$ cat src/rtl/chrono_pkg.sv
// Shared constants for the multi-channel min:sec timer: field widths and command opcodes.
package chrono_pkg;

  localparam int SEC_W = 6;
  localparam int MIN_W = 7;
  localparam logic [SEC_W-1:0] SEC_MAX = 6'd59;

  localparam logic [2:0] OP_NOP      = 3'd0;
  localparam logic [2:0] OP_LOAD     = 3'd1;
  localparam logic [2:0] OP_START    = 3'd2;
  localparam logic [2:0] OP_STOP     = 3'd3;
  localparam logic [2:0] OP_CLEAR    = 3'd4;
  localparam logic [2:0] OP_LAP      = 3'd5;
  localparam logic [2:0] OP_SET_MODE = 3'd6;

  function automatic logic [SEC_W-1:0] clamp_sec(input logic [SEC_W-1:0] sec);
    return (sec > SEC_MAX) ? SEC_MAX : sec;
  endfunction

endpackage

$ cat src/rtl/chrono_tick_gen.sv
// Free-running divider producing a one-cycle tick every CLK_HZ/TICK_HZ clocks.
module chrono_tick_gen #(
  parameter int CLK_HZ  = 100_000_000,
  parameter int TICK_HZ = 1
) (
  input  logic clk,
  input  logic reset,
  output logic tick
);

  localparam int DIV = CLK_HZ / TICK_HZ;
  localparam int CW  = (DIV > 2) ? $clog2(DIV) : 1;

  if (DIV < 2) begin : g_bad_div
    $error("chrono_tick_gen: CLK_HZ/TICK_HZ must be at least 2");
  end

  logic [CW-1:0] cnt;

  // Tick is decoded straight from the count so it lines up with the DIV-1 state.
  assign tick = (cnt == CW'(DIV - 1));

  always_ff @(posedge clk or negedge reset) begin
    if (!reset) begin
      cnt <= '0;
    end else if (tick) begin
      cnt <= '0;
    end else begin
      cnt <= cnt + 1'b1;
    end
  end

endmodule

$ cat src/rtl/chrono_multi_timer.sv
// N_CH independent min:sec stopwatch/timer channels driven by one shared tick and a command port.
module chrono_multi_timer
  import chrono_pkg::*;
#(
  parameter  int CLK_HZ  = 100_000_000,
  parameter  int TICK_HZ = 1,
  parameter  int N_CH    = 4,
  parameter  int MAX_MIN = 99,
  localparam int CH_W    = (N_CH > 1) ? $clog2(N_CH) : 1
) (
  input  logic             clk,
  input  logic             reset,
  input  logic             cmd_valid,
  output logic             cmd_ready,
  input  logic [CH_W-1:0]  cmd_ch,
  input  logic [2:0]       cmd_op,
  input  logic [MIN_W-1:0] cmd_min,
  input  logic [SEC_W-1:0] cmd_sec,
  input  logic             cmd_down,
  input  logic             cmd_reload,
  input  logic [CH_W-1:0]  rd_ch,
  output logic [MIN_W-1:0] rd_min,
  output logic [SEC_W-1:0] rd_sec,
  output logic [MIN_W-1:0] rd_lap_min,
  output logic [SEC_W-1:0] rd_lap_sec,
  output logic [N_CH-1:0]  running,
  output logic [N_CH-1:0]  expired,
  output logic [N_CH-1:0]  expire_pulse,
  output logic             tick
);

  localparam logic [MIN_W-1:0] MAX_MIN_V = MIN_W'(MAX_MIN);

  if (N_CH < 1 || N_CH > 16) begin : g_bad_nch
    $error("chrono_multi_timer: N_CH must be in 1..16");
  end
  if (MAX_MIN < 0 || MAX_MIN > 127) begin : g_bad_max
    $error("chrono_multi_timer: MAX_MIN must be in 0..127");
  end

  chrono_tick_gen #(
    .CLK_HZ (CLK_HZ),
    .TICK_HZ(TICK_HZ)
  ) u_tick (
    .clk  (clk),
    .reset(reset),
    .tick (tick)
  );

  // The tick owns its cycle, so a command and a tick never update a channel together.
  logic cmd_fire;
  assign cmd_ready = ~tick;
  assign cmd_fire  = cmd_valid & cmd_ready;

  logic [MIN_W-1:0] load_min;
  logic [SEC_W-1:0] load_sec;
  assign load_min = (cmd_min > MAX_MIN_V) ? MAX_MIN_V : cmd_min;
  assign load_sec = clamp_sec(cmd_sec);

  logic [MIN_W-1:0] ch_min     [N_CH];
  logic [SEC_W-1:0] ch_sec     [N_CH];
  logic [MIN_W-1:0] ch_lap_min [N_CH];
  logic [SEC_W-1:0] ch_lap_sec [N_CH];

  for (genvar i = 0; i < N_CH; i++) begin : g_ch
    logic [MIN_W-1:0] cnt_min, lap_min, rel_min;
    logic [SEC_W-1:0] cnt_sec, lap_sec, rel_sec;
    logic             down, reload, run, expd, pulse;
    logic             sel, cnt_zero, rel_nz;

    assign sel      = cmd_fire && (cmd_ch == CH_W'(i));
    assign cnt_zero = (cnt_min == '0) && (cnt_sec == '0);
    assign rel_nz   = (rel_min != '0) || (rel_sec != '0);

    // Tick advances a running channel; otherwise an accepted command for this channel applies.
    always_ff @(posedge clk or negedge reset) begin
      if (!reset) begin
        cnt_min <= '0;
        cnt_sec <= '0;
        lap_min <= '0;
        lap_sec <= '0;
        rel_min <= '0;
        rel_sec <= '0;
        down    <= 1'b0;
        reload  <= 1'b0;
        run     <= 1'b0;
        expd    <= 1'b0;
        pulse   <= 1'b0;
      end else begin
        pulse <= 1'b0;
        if (tick && run) begin
          if (!down) begin
            if (cnt_sec != SEC_MAX) begin
              cnt_sec <= cnt_sec + 1'b1;
            end else if (cnt_min != MAX_MIN_V) begin
              cnt_sec <= '0;
              cnt_min <= cnt_min + 1'b1;
            end else begin
              run   <= 1'b0;
              expd  <= 1'b1;
              pulse <= 1'b1;
            end
          end else if (cnt_zero) begin
            cnt_min <= rel_min;
            cnt_sec <= rel_sec;
          end else begin
            if (cnt_sec != '0) begin
              cnt_sec <= cnt_sec - 1'b1;
            end else begin
              cnt_min <= cnt_min - 1'b1;
              cnt_sec <= SEC_MAX;
            end
            if (cnt_min == '0 && cnt_sec == 6'd1) begin
              pulse <= 1'b1;
              expd  <= 1'b1;
              run   <= reload && rel_nz;
            end
          end
        end else if (sel) begin
          case (cmd_op)
            OP_LOAD: begin
              cnt_min <= load_min;
              cnt_sec <= load_sec;
              rel_min <= load_min;
              rel_sec <= load_sec;
              run     <= 1'b0;
              expd    <= 1'b0;
            end
            OP_START: begin
              if (!(down && cnt_zero)) begin
                run  <= 1'b1;
                expd <= 1'b0;
              end
            end
            OP_STOP: begin
              run <= 1'b0;
            end
            OP_CLEAR: begin
              cnt_min <= '0;
              cnt_sec <= '0;
              lap_min <= '0;
              lap_sec <= '0;
              run     <= 1'b0;
              expd    <= 1'b0;
            end
            OP_LAP: begin
              lap_min <= cnt_min;
              lap_sec <= cnt_sec;
            end
            OP_SET_MODE: begin
              down   <= cmd_down;
              reload <= cmd_down & cmd_reload;
              run    <= 1'b0;
            end
            default: begin
            end
          endcase
        end
      end
    end

    assign running[i]      = run;
    assign expired[i]      = expd;
    assign expire_pulse[i] = pulse;
    assign ch_min[i]       = cnt_min;
    assign ch_sec[i]       = cnt_sec;
    assign ch_lap_min[i]   = lap_min;
    assign ch_lap_sec[i]   = lap_sec;
  end

  logic [MIN_W-1:0] sel_min, sel_lap_min;
  logic [SEC_W-1:0] sel_sec, sel_lap_sec;

  // Out-of-range select falls through to zero rather than indexing past the array.
  always_comb begin
    sel_min     = '0;
    sel_sec     = '0;
    sel_lap_min = '0;
    sel_lap_sec = '0;
    for (int k = 0; k < N_CH; k++) begin
      if (rd_ch == CH_W'(k)) begin
        sel_min     = ch_min[k];
        sel_sec     = ch_sec[k];
        sel_lap_min = ch_lap_min[k];
        sel_lap_sec = ch_lap_sec[k];
      end
    end
  end

  always_ff @(posedge clk or negedge reset) begin
    if (!reset) begin
      rd_min     <= '0;
      rd_sec     <= '0;
      rd_lap_min <= '0;
      rd_lap_sec <= '0;
    end else begin
      rd_min     <= sel_min;
      rd_sec     <= sel_sec;
      rd_lap_min <= sel_lap_min;
      rd_lap_sec <= sel_lap_sec;
    end
  end

endmodule

$ cat config.mk
export PLATFORM = sky130hd
export DESIGN_NAME = chrono_multi_timer
export DESIGN_NICKNAME = d
export VERILOG_FILES = /design/src/rtl/chrono_pkg.sv /design/src/rtl/chrono_tick_gen.sv /design/src/rtl/chrono_multi_timer.sv
export SDC_FILE = /design/constraint.sdc
export NUM_CORES = 1
export LEC_CHECK = 0
export ABC_AREA = 0
export CORE_UTILIZATION = 45
export CTS_CLUSTER_SIZE = 12
export DETAILED_ROUTE_END_ITERATION = 8
export SLEW_MARGIN = 20
export SYNTH_ARGS = -nofsm -noshare
export SYNTH_HDL_FRONTEND = slang
export SYNTH_SLANG_ARGS = --single-unit
$ cat constraint.sdc
create_clock -name clk -period 3.85 [get_ports clk]
set_input_delay 0.385 -clock clk [delete_from_list [all_inputs] [get_ports clk]]
set_output_delay 0.385 -clock clk [all_outputs]
set_load 0.05 [all_outputs]
==> metrics.log <==
INFO  metric r2r.worst_path.cells = 7
INFO  metric grt_start_max_net_pins = 97
INFO  metric syn-cell-area = 13,200 sq um
INFO  metric grt_usage = 28.1%
INFO  metric critical_path_buf_inv_count = 0
INFO  metric synth_nets = 1,517
INFO  metric first_pass_iters = 5
INFO  metric clk_pin_slew = 0.06 ns
INFO  metric leakage = 6.37 nW
INFO  metric max_freq = 338 MHz
INFO  metric yosys_register_bits = 229
INFO  metric post-route-drc-count = 0
INFO  metric cts_buffers = 27
INFO  metric critical-path-slowest-cell = sky130_fd_sc_hd__a22oi_2
INFO  metric synth-simple-area-share = 21.4%
INFO  metric share_of_the_yosys_chip_area_belonging_to_registers = 43.5%
INFO  metric clock_latency_at_the_later_pin_of_the_worst_skew_pair = 0.55 ns
INFO  metric floorplan.io_pins = 65
INFO  metric synth_compound_area_share = 15.7%
INFO  metric synth_cells = 1,471
INFO  metric globalRouteOverflowTotal = 0
INFO  metric largest_family_of_logic_cells_by_synthesized_area = simple AND/OR/NAND/NOR gates
INFO  metric setup_total_negative_slack = 0 ns
INFO  metric initial_utilization = 45.8%
INFO  metric drive_gt1_share = 10.6%
INFO  metric timing.rr.start = u_tick.cnt[0]$_DFF_PN0_
INFO  metric critPathLaunchType = flip-flop
INFO  metric post-dp-hpwl = 29,700 um
INFO  metric most-common-layout-cells = 242 x sky130_fd_sc_hd__nand2_1, 229 x sky130_fd_sc_hd__dfrtp_1, 157 x sky130_fd_sc_hd__o21ai_0
INFO  metric synth_flop_cell = sky130_fd_sc_hd__dfrtp_1
INFO  metric finalMaxSlewViolations = 0
INFO  metric antenna_found_initial = 0
INFO  metric vias_in_the_first_global_route = 10,800
INFO  metric yosys_warn_count = 0
INFO  metric layout_min_cycle_time = 2.96 ns
INFO  metric detail-route-antenna-nets = 0
INFO  metric detail_route.vias_per_cell = 5.99
INFO  metric synth_cell_types = 74
INFO  metric yosys_top_cell_area_share = 43.5%
INFO  metric cts.sinks = 229
INFO  metric finalWeightedCongestion = 0.991
INFO  metric global_route_wire_length_before_repair = 65,400 um
INFO  metric report.final.setup_viol = 0
INFO  metric synth.avg_cell_area = 8.96 sq um
INFO  metric cts_max_level = 1
INFO  metric die_height = 173 um
INFO  metric wl = 41,500 um
INFO  metric clock-skew-final = 0.0186 ns
INFO  metric maxCapViolCount = 0
INFO  metric async_flop_share = 100%
INFO  metric max-clock-path-buffers = 3
INFO  metric core.rowCount = 62
INFO  metric share_of_the_synthesized_netlist_area_taken_by_xor_and_xnor_gates = 5.38%
INFO  metric synth.top_cells.by_area = sky130_fd_sc_hd__dfrtp_1 43%, sky130_fd_sc_hd__nand2_1 6.9%, sky130_fd_sc_hd__o21ai_0 6.0%, sky130_fd_sc_hd__mux4_2 4.4%, sky130_fd_sc_hd__nor2_1 3.0%
INFO  metric mostFrequentLayoutCell = sky130_fd_sc_hd__nand2_1
INFO  metric core_region_area = 28,800 sq um
INFO  metric timing.critical_path.required = 4.28 ns
INFO  metric flow.area_growth_from_synthesis = 13.9%
INFO  metric fin_hold_ws = 0.464 ns
INFO  metric fp.dieArea = 30,000 sq um
INFO  metric setup_repair_after_global_routing_missed_its_margin = no
INFO  metric post_drt_wl_per_cell = 22.0 um
INFO  metric worst-path-max-fanout = 16
INFO  metric timing_worst_setup_path_type = reg2reg
INFO  metric synth_top_area_cell = sky130_fd_sc_hd__dfrtp_1
INFO  metric worst_hold_class = in2async
INFO  metric critical_path.endpoint_type = flip-flop
INFO  metric worst-slew-pin-transition = 1.01 ns
INFO  metric critical-path-max-stage-delay = 0.69 ns
INFO  metric num_vias = 11,300
INFO  metric clock_root_buffer = sky130_fd_sc_hd__clkbuf_16
INFO  metric timing.critical_path.depth = 7
INFO  metric slew_headroom = 32.9%
INFO  metric arrival_time_of_the_worst_setup_path = 3.39 ns
INFO  metric timing.final.hold_violations = 0
INFO  metric final_min_period_over_clock_period = 76.8%
INFO  metric power.density_cell_area = 545 nW/um^2
INFO  metric drt_first_iter_violations = 1,099
INFO  metric timing.rr.end = g_ch[0].cnt_min[5]$_DFFE_PN0P_
INFO  metric synth.area.mux_share = 7.18%
INFO  metric cp_cell_sequence = ha_1 > nand3_1 > nor4_4 > a21oi_2 > a22oi_2 > a211oi_1 > a211o_1
INFO  metric number_of_nets_in_the_layout = 1,530
INFO  metric power.ir.vdd_worst = 0.299 mV
INFO  metric run_status = finished, final reports clean
INFO  metric die_x = 173 um
INFO  metric r2r_slack = 0.89 ns
INFO  metric synth_edf_count = 0
INFO  metric port-buffer-count = 64
INFO  metric cts_tree = yes
INFO  metric synthAdderAreaFrac = 1.99%
INFO  metric critPathTopFamily = compound AO/OA/AOI/OAI gates
registers in the layout, summed over array words and instances (netlist names):
name,count
g_ch.cnt_min,28
g_ch.lap_min,28
g_ch.rel_min,28
u_tick.cnt,27
g_ch.cnt_sec,24
g_ch.lap_sec,24
g_ch.rel_sec,24
rd_lap_min,7
rd_min,7
rd_lap_sec,6
rd_sec,6
g_ch.down,4
g_ch.expd,4
g_ch.pulse,4
g_ch.reload,4
g_ch.run,4
Yosys cell counts (4+ instances only):
library cell,n
sky130_fd_sc_hd__o21a_1,4
sky130_fd_sc_hd__and3_1,11
sky130_fd_sc_hd__a31oi_1,13
sky130_fd_sc_hd__a21o_1,7
sky130_fd_sc_hd__nor2b_1,13
sky130_fd_sc_hd__inv_1,36
sky130_fd_sc_hd__nand4_1,30
sky130_fd_sc_hd__buf_4,12
sky130_fd_sc_hd__xor2_1,44
sky130_fd_sc_hd__o221ai_1,9
sky130_fd_sc_hd__o31ai_1,11
sky130_fd_sc_hd__nor3b_1,11
sky130_fd_sc_hd__and2_1,9
sky130_fd_sc_hd__buf_2,12
sky130_fd_sc_hd__or3_1,4
sky130_fd_sc_hd__nand2b_1,12
sky130_fd_sc_hd__nor4_1,16
sky130_fd_sc_hd__o22ai_1,7
sky130_fd_sc_hd__dfrtp_1,229
sky130_fd_sc_hd__a211oi_1,22
sky130_fd_sc_hd__nor2_1,105
sky130_fd_sc_hd__and4_1,7
sky130_fd_sc_hd__mux2_2,25
sky130_fd_sc_hd__a21oi_1,48
sky130_fd_sc_hd__nand3_1,60
sky130_fd_sc_hd__ha_1,21
sky130_fd_sc_hd__o211ai_1,16
sky130_fd_sc_hd__buf_1,7
sky130_fd_sc_hd__o21ai_0,157
sky130_fd_sc_hd__mux2i_1,8
sky130_fd_sc_hd__nand2_1,242
sky130_fd_sc_hd__mux4_2,26
sky130_fd_sc_hd__xnor2_1,37
sky130_fd_sc_hd__nor4b_1,4
sky130_fd_sc_hd__a22o_1,6
sky130_fd_sc_hd__nor3_1,44
sky130_fd_sc_hd__clkbuf_1,87
what timing repair did:
item,4_1_cts,5_1_grt
endpoints found under the hold margin,94,0
setup endpoints to repair,0,0
hold buffers,1,0
buffers inserted,0,0
resized for setup,0,0
stage by stage:
step | std cells | utilization, % | setup WS (ns) | total power, mW | area, sq um
finish | 1888 | 52.2 | 0.893 | 8.18 | 15000
CTS | 1887 | 52.2 | 0.933 | 8.21 | 15000
detailed placement | 1838 | 49.0 | 0.870 | 5.61 | 14100
floorplan | 1471 | - | 1.30 | 4.83 | 13200
global placement | 1838 | 49.0 | 0.884 | 5.59 | 14100
global route | 1887 | 52.2 | 0.692 | 8.60 | 15000
logic make-up (layout without fill, tap and decap cells):
logic type | count (synthesis) | in the layout
buffers and inverters | 154 | 186
AO/OA/AOI/OAI | 337 | 337
adder cells (fa/ha/maj) | 21 | 21
other | 0 | 1
multiplexers | 59 | 59
XOR/XNOR | 81 | 81
AND/OR/NAND/NOR | 590 | 590
flip-flops | 229 | 229
report_power, final:
part           internal, mW  leakage, nW  total (mW)  switching (mW)
sequential             2.81         2.97        3.54           0.722
clock                  1.53        0.448        2.57            1.03
combinational         0.888         2.95        2.08            1.19
total                  5.23         6.37        8.18            2.94
cell type report:
cell class | count | area (sq um)
Inverter | 36 | 135
Sequential cell | 229 | 5730
Timing Repair Buffer | 102 | 943
Clock buffer | 36 | 769
Fill cell | 2656 | 13800
Clock inverter | 12 | 125
Multi-Input combinational cell | 1088 | 6830
Tap cell | 384 | 480
Antenna cell | 1 | 2.50
layer usage:
metal / global-route usage, % / share of wire [%]
met4: 10.7 / 3.8
met3: 3.34 / 6.2
met1: 41.2 / 46
met5: 0 / 0
met2: 42.7 / 44
how the worst max path moves through the flow:
stage,start,slack (ns),end
final,u_tick.cnt[0]$_DFF_PN0_,0.89,g_ch[0].cnt_min[5]$_DFFE_PN0P_
after global routing,u_tick.cnt[0]$_DFF_PN0_,0.69,g_ch[0].cnt_min[5]$_DFFE_PN0P_
after CTS,u_tick.cnt[17]$_DFF_PN0_,0.93,tick
after detailed placement,cmd_op[2],0.87,g_ch[3].expd$_DFFE_PN0P_
after global placement,cmd_op[2],0.88,g_ch[3].expd$_DFFE_PN0P_
after floorplan,u_tick.cnt[0]$_DFF_PN0_,1.30,tick
Note: power is estimated with default switching activity, not from simulation.
